File: src/rtl/me_wb_pipe_if.sv
// Data-memory bus between the ME stage (master) and data memory (slave).
interface me_wb_pipe_if #(
    parameter int unsigned DATA_W = 32
) ();
    logic              dmem_req;
    logic              dmem_we;
    logic [DATA_W-1:0] dmem_addr;
    logic [DATA_W-1:0] dmem_wdata;
    logic              dmem_ready;
    logic [DATA_W-1:0] dmem_rdata;

    modport master (
        output dmem_req, dmem_we, dmem_addr, dmem_wdata,
        input  dmem_ready, dmem_rdata
    );

    modport slave (
        input  dmem_req, dmem_we, dmem_addr, dmem_wdata,
        output dmem_ready, dmem_rdata
    );
endinterface

File: src/rtl/me_wb_pipe.sv
// EX/MEM and MEM/WB pipeline registers with data-memory wait stall and a sticky watchdog.
// Optional: define ME_WB_VALID_QUALIFY_EN to AND the w_select outputs with their stage valid.
module me_wb_pipe #(
    parameter int unsigned DATA_W  = 32,
    parameter int unsigned TIMEOUT = 64
) (
    input  logic              clk,
    input  logic              rst,
    input  logic              ex_valid,
    input  logic              flush_ex,
    input  logic [4:0]        ex_rd,
    input  logic [4:0]        ex_rs2,
    input  logic              ex_mem_read,
    input  logic              ex_mem_write,
    input  logic [1:0]        ex_w_select,
    input  logic              ex_rs2_r_select,
    input  logic [DATA_W-1:0] ex_alu_result,
    input  logic [DATA_W-1:0] ex_store_data,
    input  logic              forward_data,
    me_wb_pipe_if.master      dmem_bus,
    output logic              me_valid,
    output logic [4:0]        me_rd,
    output logic [4:0]        me_rs2,
    output logic              me_mem_read,
    output logic              me_mem_write,
    output logic [1:0]        me_w_select,
    output logic              me_rs2_r_select,
    output logic              wb_valid,
    output logic [4:0]        wb_rd,
    output logic [1:0]        wb_w_select,
    output logic [DATA_W-1:0] wb_data,
    output logic              pipe_stall,
    output logic              mem_timeout
);
    localparam logic [7:0] WAIT_MAX  = 8'(TIMEOUT);
    localparam logic [7:0] WAIT_LAST = 8'(TIMEOUT - 1);

    logic              me_valid_q, me_valid_d;
    logic [4:0]        me_rd_q, me_rd_d, me_rs2_q, me_rs2_d;
    logic              me_mem_read_q, me_mem_read_d, me_mem_write_q, me_mem_write_d;
    logic [1:0]        me_w_select_q, me_w_select_d;
    logic              me_rs2_r_select_q, me_rs2_r_select_d;
    logic [DATA_W-1:0] me_alu_result_q, me_alu_result_d, me_store_data_q, me_store_data_d;
    logic              wb_valid_q, wb_valid_d;
    logic [4:0]        wb_rd_q, wb_rd_d;
    logic [1:0]        wb_w_select_q, wb_w_select_d;
    logic [DATA_W-1:0] wb_data_q, wb_data_d;
    logic [7:0]        wait_q, wait_d;
    logic              timeout_q, timeout_d;
    logic              req, stall, ex_live;

    assign req     = me_valid_q & (me_mem_read_q | me_mem_write_q);
    assign stall   = req & ~dmem_bus.dmem_ready;
    assign ex_live = ex_valid & ~flush_ex;

    assign dmem_bus.dmem_req   = req;
    assign dmem_bus.dmem_we    = me_mem_write_q & me_valid_q;
    assign dmem_bus.dmem_addr  = me_alu_result_q;
    assign dmem_bus.dmem_wdata = forward_data ? wb_data_q : me_store_data_q;

    always_comb begin
        me_valid_d        = me_valid_q;
        me_rd_d           = me_rd_q;
        me_rs2_d          = me_rs2_q;
        me_mem_read_d     = me_mem_read_q;
        me_mem_write_d    = me_mem_write_q;
        me_w_select_d     = me_w_select_q;
        me_rs2_r_select_d = me_rs2_r_select_q;
        me_alu_result_d   = me_alu_result_q;
        me_store_data_d   = me_store_data_q;
        wb_valid_d        = 1'b0;
        wb_rd_d           = wb_rd_q;
        wb_w_select_d     = 2'b00;
        wb_data_d         = wb_data_q;
        if (!stall) begin
            // Flushed/invalid captures are turned into bubbles that cannot write or touch memory.
            me_valid_d        = ex_live;
            me_rd_d           = ex_rd;
            me_rs2_d          = ex_rs2;
            me_mem_read_d     = ex_mem_read & ex_live;
            me_mem_write_d    = ex_mem_write & ex_live;
            me_w_select_d     = ex_live ? ex_w_select : 2'b00;
            me_rs2_r_select_d = ex_rs2_r_select;
            me_alu_result_d   = ex_alu_result;
            me_store_data_d   = ex_store_data;
            wb_valid_d        = me_valid_q;
            wb_rd_d           = me_rd_q;
            wb_w_select_d     = me_w_select_q;
            wb_data_d         = me_mem_read_q ? dmem_bus.dmem_rdata : me_alu_result_q;
        end
        wait_d    = stall ? ((wait_q == WAIT_MAX) ? wait_q : wait_q + 8'd1) : '0;
        timeout_d = timeout_q | (stall & (wait_q == WAIT_LAST));
    end

    always_ff @(posedge clk) begin
        if (rst) begin
            me_valid_q        <= 1'b0;
            me_rd_q           <= '0;
            me_rs2_q          <= '0;
            me_mem_read_q     <= 1'b0;
            me_mem_write_q    <= 1'b0;
            me_w_select_q     <= '0;
            me_rs2_r_select_q <= 1'b0;
            me_alu_result_q   <= '0;
            me_store_data_q   <= '0;
            wb_valid_q        <= 1'b0;
            wb_rd_q           <= '0;
            wb_w_select_q     <= '0;
            wb_data_q         <= '0;
            wait_q            <= '0;
            timeout_q         <= 1'b0;
        end else begin
            me_valid_q        <= me_valid_d;
            me_rd_q           <= me_rd_d;
            me_rs2_q          <= me_rs2_d;
            me_mem_read_q     <= me_mem_read_d;
            me_mem_write_q    <= me_mem_write_d;
            me_w_select_q     <= me_w_select_d;
            me_rs2_r_select_q <= me_rs2_r_select_d;
            me_alu_result_q   <= me_alu_result_d;
            me_store_data_q   <= me_store_data_d;
            wb_valid_q        <= wb_valid_d;
            wb_rd_q           <= wb_rd_d;
            wb_w_select_q     <= wb_w_select_d;
            wb_data_q         <= wb_data_d;
            wait_q            <= wait_d;
            timeout_q         <= timeout_d;
        end
    end

    assign me_valid        = me_valid_q;
    assign me_rd           = me_rd_q;
    assign me_rs2          = me_rs2_q;
    assign me_mem_read     = me_mem_read_q;
    assign me_mem_write    = me_mem_write_q;
    assign me_rs2_r_select = me_rs2_r_select_q;
    assign wb_valid        = wb_valid_q;
    assign wb_rd           = wb_rd_q;
    assign wb_data         = wb_data_q;
    assign pipe_stall      = stall;
    assign mem_timeout     = timeout_q;

`ifdef ME_WB_VALID_QUALIFY_EN
    assign me_w_select = me_w_select_q & {2{me_valid_q}};
    assign wb_w_select = wb_w_select_q & {2{wb_valid_q}};
`else
    assign me_w_select = me_w_select_q;
    assign wb_w_select = wb_w_select_q;
`endif
endmodule

File: src/flat_wrapper.sv
// flat-port wrapper written by rule: the top's interface ports become plain ports
module me_wb_pipe_flat 
#(
    parameter int unsigned DATA_W  = 32,
    parameter int unsigned TIMEOUT = 64
)
  (clk, rst, ex_valid, flush_ex, ex_rd, ex_rs2, ex_mem_read, ex_mem_write, ex_w_select, ex_rs2_r_select, ex_alu_result, ex_store_data, forward_data, me_valid, me_rd, me_rs2, me_mem_read, me_mem_write, me_w_select, me_rs2_r_select, wb_valid, wb_rd, wb_w_select, wb_data, pipe_stall, mem_timeout, dmem_bus_dmem_req, dmem_bus_dmem_we, dmem_bus_dmem_addr, dmem_bus_dmem_wdata, dmem_bus_dmem_ready, dmem_bus_dmem_rdata);
  me_wb_pipe_if #(.DATA_W(DATA_W)) dmem_bus_i ();
  input  logic clk;
  input  logic rst;
  input  logic ex_valid;
  input  logic flush_ex;
  input  logic [4:0] ex_rd;
  input  logic [4:0] ex_rs2;
  input  logic ex_mem_read;
  input  logic ex_mem_write;
  input  logic [1:0] ex_w_select;
  input  logic ex_rs2_r_select;
  input  logic [DATA_W-1:0] ex_alu_result;
  input  logic [DATA_W-1:0] ex_store_data;
  input  logic forward_data;
  output logic me_valid;
  output logic [4:0] me_rd;
  output logic [4:0] me_rs2;
  output logic me_mem_read;
  output logic me_mem_write;
  output logic [1:0] me_w_select;
  output logic me_rs2_r_select;
  output logic wb_valid;
  output logic [4:0] wb_rd;
  output logic [1:0] wb_w_select;
  output logic [DATA_W-1:0] wb_data;
  output logic pipe_stall;
  output logic mem_timeout;
  output wire logic [$bits(dmem_bus_i.dmem_req)-1:0] dmem_bus_dmem_req;
  output wire logic [$bits(dmem_bus_i.dmem_we)-1:0] dmem_bus_dmem_we;
  output wire logic [$bits(dmem_bus_i.dmem_addr)-1:0] dmem_bus_dmem_addr;
  output wire logic [$bits(dmem_bus_i.dmem_wdata)-1:0] dmem_bus_dmem_wdata;
  input wire logic [$bits(dmem_bus_i.dmem_ready)-1:0] dmem_bus_dmem_ready;
  input wire logic [$bits(dmem_bus_i.dmem_rdata)-1:0] dmem_bus_dmem_rdata;
  assign dmem_bus_dmem_req = dmem_bus_i.dmem_req;
  assign dmem_bus_dmem_we = dmem_bus_i.dmem_we;
  assign dmem_bus_dmem_addr = dmem_bus_i.dmem_addr;
  assign dmem_bus_dmem_wdata = dmem_bus_i.dmem_wdata;
  assign dmem_bus_i.dmem_ready = dmem_bus_dmem_ready;
  assign dmem_bus_i.dmem_rdata = dmem_bus_dmem_rdata;
  me_wb_pipe #(.DATA_W(DATA_W), .TIMEOUT(TIMEOUT)) u_core (.clk(clk), .rst(rst), .ex_valid(ex_valid), .flush_ex(flush_ex), .ex_rd(ex_rd), .ex_rs2(ex_rs2), .ex_mem_read(ex_mem_read), .ex_mem_write(ex_mem_write), .ex_w_select(ex_w_select), .ex_rs2_r_select(ex_rs2_r_select), .ex_alu_result(ex_alu_result), .ex_store_data(ex_store_data), .forward_data(forward_data), .dmem_bus(dmem_bus_i), .me_valid(me_valid), .me_rd(me_rd), .me_rs2(me_rs2), .me_mem_read(me_mem_read), .me_mem_write(me_mem_write), .me_w_select(me_w_select), .me_rs2_r_select(me_rs2_r_select), .wb_valid(wb_valid), .wb_rd(wb_rd), .wb_w_select(wb_w_select), .wb_data(wb_data), .pipe_stall(pipe_stall), .mem_timeout(mem_timeout));
endmodule
File: config.mk
export PLATFORM = sky130hd
export DESIGN_NAME = me_wb_pipe_flat
export DESIGN_NICKNAME = d
export VERILOG_FILES = /design/src/rtl/me_wb_pipe_if.sv /design/src/rtl/me_wb_pipe.sv /design/src/flat_wrapper.sv
export SDC_FILE = /design/constraint.sdc
export NUM_CORES = 1
export LEC_CHECK = 0
export BUFFER_PORTS_ARGS = -buffer_cell sky130_fd_sc_hd__buf_2
export CAP_MARGIN = 30
export CORE_ASPECT_RATIO = 0.75
export CORE_MARGIN = 8
export CORE_UTILIZATION = 47
export CTS_BUF_LIST = sky130_fd_sc_hd__clkbuf_8
export CTS_CLUSTER_SIZE = 28
export DETAILED_ROUTE_END_ITERATION = 8
export GPL_ROUTABILITY_DRIVEN = 0
export PLACE_DENSITY_LB_ADDON = 0.1
export SLEW_MARGIN = 10
export SYNTH_ARGS = -nofsm -noshare
export SYNTH_HDL_FRONTEND = slang
export SYNTH_SLANG_ARGS = --single-unit
File: constraint.sdc
create_clock -name clk -period 1.9 [get_ports clk]
set_input_delay 0.38 -clock clk [delete_from_list [all_inputs] [get_ports clk]]
set_output_delay 0.38 -clock clk [all_outputs]
set_load 0.1 [all_outputs]
# After elaboration in Yosys (flattened, before gate mapping)
# Index checks and enable logic that the tools add are counted.
op_classes:
  mux: 3
  reduce_logical: 2
  n_addsub: 1
  eq_ne: 2
  bitwise_logic: 12
ops:
  columns: ["operator", "n"]
  rows:
  - ["32-bit 2-to-1 mux", 2]
  - ["8-bit by 1-bit adder with 8-bit output (second input constant)", 1]
  - ["8-bit by 6-bit == test with 1-bit output (second input constant)", 1]
  - ["8-bit by 7-bit == test with 1-bit output (second input constant)", 1]
  - ["1-bit bitwise AND", 7]
  - ["2-bit OR reduction", 2]
  - ["1-bit inverter", 3]
  - ["2-bit 2-to-1 mux", 1]
  - ["1-bit bitwise OR", 2]
totals:
  regBits: 129
  inputBits: 117

# Logic depth before layout (Yosys ltp)
logic_depth:
  word_depth: 5
  depth_mapped: 8
  mapped_depth_nobuf: 5

# Worst setup path before layout
# OpenSTA, ideal clock, no wires.
synth_timing:
  path_kind: "register -> register"
  start: "register u_core.me_mem_read_q (netlist: u_core.me_mem_read)"
  end: "register u_core.me_alu_result_q[0] (netlist: u_core.dmem_bus.dmem_addr[0])"
  t_arrival_ps: 2368
  period_less_slack_ps: 2487
  path_stages_with_launch: 9
  setup_ps: 119
  slack_ps: -587
  required_time_ps: 1781
  cell_sequence: "dfxtp_1 -> buf_4 -> or2_4 -> nand2b_2 -> inv_2 -> nor2_4 -> buf_6 -> buf_6 -> a22o_1"
synth_between:
  elab_chain_len: 3
synth_rtl:
  columns: ["item", "line_no", "text"]
  rows:
  - ["start: declaration", "me_wb_pipe.sv:40", "logic me_mem_read_q, me_mem_read_d, me_mem_write_q, me_mem_write_d;"]
  - ["start signal: assignment", "me_wb_pipe.sv:116", "me_mem_read_q <= me_mem_read_d;"]
  - ["1-bit bitwise OR", "me_wb_pipe.sv:52", "assign req = me_valid_q & (me_mem_read_q | me_mem_write_q);"]
  - ["1-bit bitwise AND", "me_wb_pipe.sv:52", null]
  - ["1-bit bitwise AND", "me_wb_pipe.sv:53", "assign stall = req & ~dmem_bus.dmem_ready;"]
  - ["net pipe_stall", "flat_wrapper.sv:33", "output logic pipe_stall;"]
  - ["end signal: assignment", "me_wb_pipe.sv:120", "me_alu_result_q <= me_alu_result_d;"]
  - ["end: declaration", "me_wb_pipe.sv:43", "logic [DATA_W-1:0] me_alu_result_q, me_alu_result_d, me_store_data_q, me_store_data_d;"]
# The timed path passes the listed nets, and every way through them passes these cells.
# A chain may end at the register's enable or synchronous reset.

# Worst setup path after layout
layout_timing:
  start: "register u_core.me_mem_read_q (netlist: u_core.me_mem_read)"
  end: "output port dmem_bus_dmem_req"
layout_between:
  elab_chain_len: 2
layout_rtl:
  columns: ["item", "line_no", "text"]
  rows:
  - ["1-bit bitwise OR", "me_wb_pipe.sv:52", null]
  - ["1-bit bitwise AND", "me_wb_pipe.sv:52", null]
  - ["end: declaration", "flat_wrapper.sv:35", "output wire logic [$bits(dmem_bus_i.dmem_req)-1:0] dmem_bus_dmem_req;"]
# Every way passes these cells.

==> results by group <==
Run status
  • Status: finished clean

Worst setup path
  • R2R depth: 5
  • Worst EP required: 1520 ps
  • Crit. End Element: primary output
  • Reg2reg end: u_core.me_store_data_q[18]
  • CP endpoint: dmem_bus_dmem_req
  • Worst Setup Start Kind: register
  • Highest net fanout along the worst path: 3
  • Flop-to-flop setup slack: between 150 and 200 ps
  • Crit. Startpoint: u_core.me_mem_read
  • Worst r2r src: u_core.me_mem_read
  • Classification of the worst setup path: register to primary output
  • WP data arrival: about 1400 ps

Global route
  • Largest net degree at the start of global routing: 53
  • Antenna violations before repair: 1
  • Total global-route track usage: around a fifth
  • Total gr overflow: 0
  • First-pass GRT wire length: 23900 um
  • Vias in the first global route: 4442

Floorplanning
  • # rows: 32
  • I/O pin cnt: 241
  • Initial Util: 48.1%
  • Die ar.: 0.0140 sq mm
  • Die height: 104 um
  • Core area: between 0.01 and 0.015 sq mm
  • Die Wd: around 130 um

Timing
  • Final setup viols: 0
  • Final period util: between 90 and 100%
  • Fin Setup TNS: 0 ps
  • Worst-margin pin slew: 521 ps
  • Final worst setup slack: 102 ps
  • Slew Limit Headroom: 65.5%
  • Final hold vios: 0
  • WHS: roughly 150 ps
  • RSZ-0062 raised after global routing: no
  • Clk_skew: between 6 and 7 ps
  • Slew Viols, Final: 0
  • FMAX: 556 MHz
  • Min Tclk post-route: 1800 ps

Clock network
  • CTS tree: done
  • Root buffer cell: clkbuf_8
  • H-tree Lvls: 4
  • Resized Gates After CTS: 0
  • Post-CTS Repair Setup Buffers: 0
  • TritonCTS buffer count: 17
  • Clock tree buffer depth: 2
  • Clock sinks: ~130
  • Clock transition at path regs: ~80 ps
  • Cts hold-fix bufs: 0
  • Worst-Skew Late Latency: approximately 430 ps

Logic synthesis
  • Sequential area share after synthesis: a little over half
  • Distinct cells, synth: 28
  • Synthesized Nets: 550
  • Syn_area_per_cell: around 11 sq um
  • Synthesized area: 0.00491 sq mm
  • YS warnings: 0
  • Flip-flop and latch count after synthesis: approximately 130
  • Cells after Synth: between 400 and 500

Placed design
  • Placed cell count: 781
  • Area post-placement: 0.00675 sq mm
  • Place WS: 207 ps
  • IO buf count: 240
  • HPWL Detailed: 11300 um

Power and ir drop
  • Peak VDD IR: 574 uV
  • Switching share of power: 35.5%
  • Clock share of power: between 30 and 40%
  • Pwr dens: slightly below 1000 mW/mm^2
  • Static Leakage: 3.28 nW
  • Gate power share: roughly 26%
  • Pint: around 0.0045 W
  • Sequential share of power: 41.8%
  • Psw: 0.00250 W

Routing
  • Post-detailed-routing wire length: 15200 um
  • Drt first pass iters: 4
  • Drt via density: about 5.3
  • DRC: 0
  • Drt wl/cell: 18.6 um
  • Via count: 4309
  • Remaining antenna violation count: 0
  • Initial DRC count: about 260

Min path
  • Hold WC Path Type: input pin to register

Cells and area
  • Fill cell count: 778
  • Cell area after layout: 0.00713 sq mm
  • Antenna diodes: 0
  • Share of cells above drive strength 1: 52.7%
  • Area of the multi-input gates: ~0.0021 sq mm
  • Commonest non-fill, non-tap cell in the layout: buf_2
  • Nets: 783
  • Finished Layout Cells: 813
  • Register Area: 0.00263 sq mm
  • Area Growth Syn to Fin: 45.4%
  • Commonest non-fill, non-tap cells in the layout: buf_2, dfxtp_1, a22o_1

Flow run
  • Max Cap Viol: 0
==> final cells by class <==
class | count | share of cell area, %
Clock buffer | 18 | 3.47
Clock inverter | 14 | 1.95
Multi-Input combinational cell | 261 | 29.2
Timing Repair Buffer | 251 | 25.9
Tap cell | 136 | 2.39
Sequential cell | 129 | 36.9
Inverter | 4 | 0.246
==> critical path, stage by stage (launching register included) <==
cell and delay (ps):
dfxtp_4 350, or2_4 260, and2_2 210, buf_12 160
==> registers in the layout, indices dropped and copies added (netlist names) <==
name,cells
u_core.me_store_data_q,32
u_core.me_mem_read,1
u_core.me_rs2_r_select,1
u_core.me_rd,5
u_core.wb_valid,1
u_core.me_rs2,5
u_core.me_mem_write,1
u_core.mem_timeout,1
u_core.me_valid,1
u_core.wb_rd,5
u_core.wait_q,8
u_core.wb_data,32
u_core.wb_w_select,2
u_core.me_w_select,2
u_core.dmem_bus.dmem_addr,32
==> layer usage <==
metal	up-vias	routed length [um]	part of all wire (%)	global-route usage, %
li1	2061	-	-	-
met1	2078	6400	42	24.7
met3	15	1200	7.9	8.20
met4	2	174	1.1	6.63
met5	-	12	0.079	0
met2	153	7380	49	35.4
==> worst min-delay path by stage <==
stage                     cells after the start                  startpoint  slack, ps                          to
after CTS                                     2              ex_w_select[1]        130       u_core.me_w_select[1]
after floorplan                               1  u_core.me_store_data_q[28]        440  u_core.me_store_data_q[28]
after detailed placement                      1            u_core.me_rs2[2]        450            u_core.me_rs2[2]
final                                         2              ex_w_select[1]        150       u_core.me_w_select[1]
after global placement                        2          u_core.mem_timeout        450          u_core.mem_timeout
after global routing                          2            ex_store_data[3]        140   u_core.me_store_data_q[3]
==> cells in the mapped netlist (all sizes together) <==
cell type / count / share of area [%]
a211oi: 32 / 4.9
a21oi: 1 / 0.10
a22o: 84 / 15
a31oi: 1 / 0.13
and2: 5 / 0.64
buf: 25 / 3.9
clkbuf: 12 / 0.92
dfxtp: 129 / 53
ha: 2 / 0.51
inv: 4 / 0.31
mux2: 32 / 7.3
mux2i: 33 / 6.7
nand2: 4 / 0.31
nand2b: 3 / 0.43
nand3: 3 / 0.31
nand4: 1 / 0.13
nor2: 48 / 3.8
nor3: 4 / 0.51
or2: 1 / 0.18
xnor2: 5 / 0.89
xor2: 2 / 0.36
==> logic make-up (layout without fill, tap and decap cells) <==
logic type / after synthesis / in the layout / synth area share, %
compound gates: 118 / 118 / 20.1
simple gates: 69 / 69 / 6.32
fa+ha+maj: 2 / 2 / 0.510
mux: 65 / 65 / 14.1
flops: 129 / 129 / 52.6
buf+inv: 41 / 287 / 5.08
xor+xnor: 7 / 7 / 1.25
==> metrics by stage <==
step,utilization (%),power [W]
floorplan,-,0.00430
global placement,66.1,0.00478
detailed placement,66.1,0.00481
global route,69.9,0.00727
finish,69.9,0.00703
CTS,69.9,0.00708
==> power groups by stage <==
stage                     registers (W)  clock network, W  logic (W)
final                           0.00294           0.00229    0.00180
after global routing            0.00295           0.00246    0.00186
after CTS                       0.00294           0.00233    0.00181
after detailed placement        0.00300                 0    0.00181
after global placement          0.00299                 0    0.00179
after floorplan                 0.00366                 0   0.000635
Note: power is estimated with default switching activity, not from simulation.
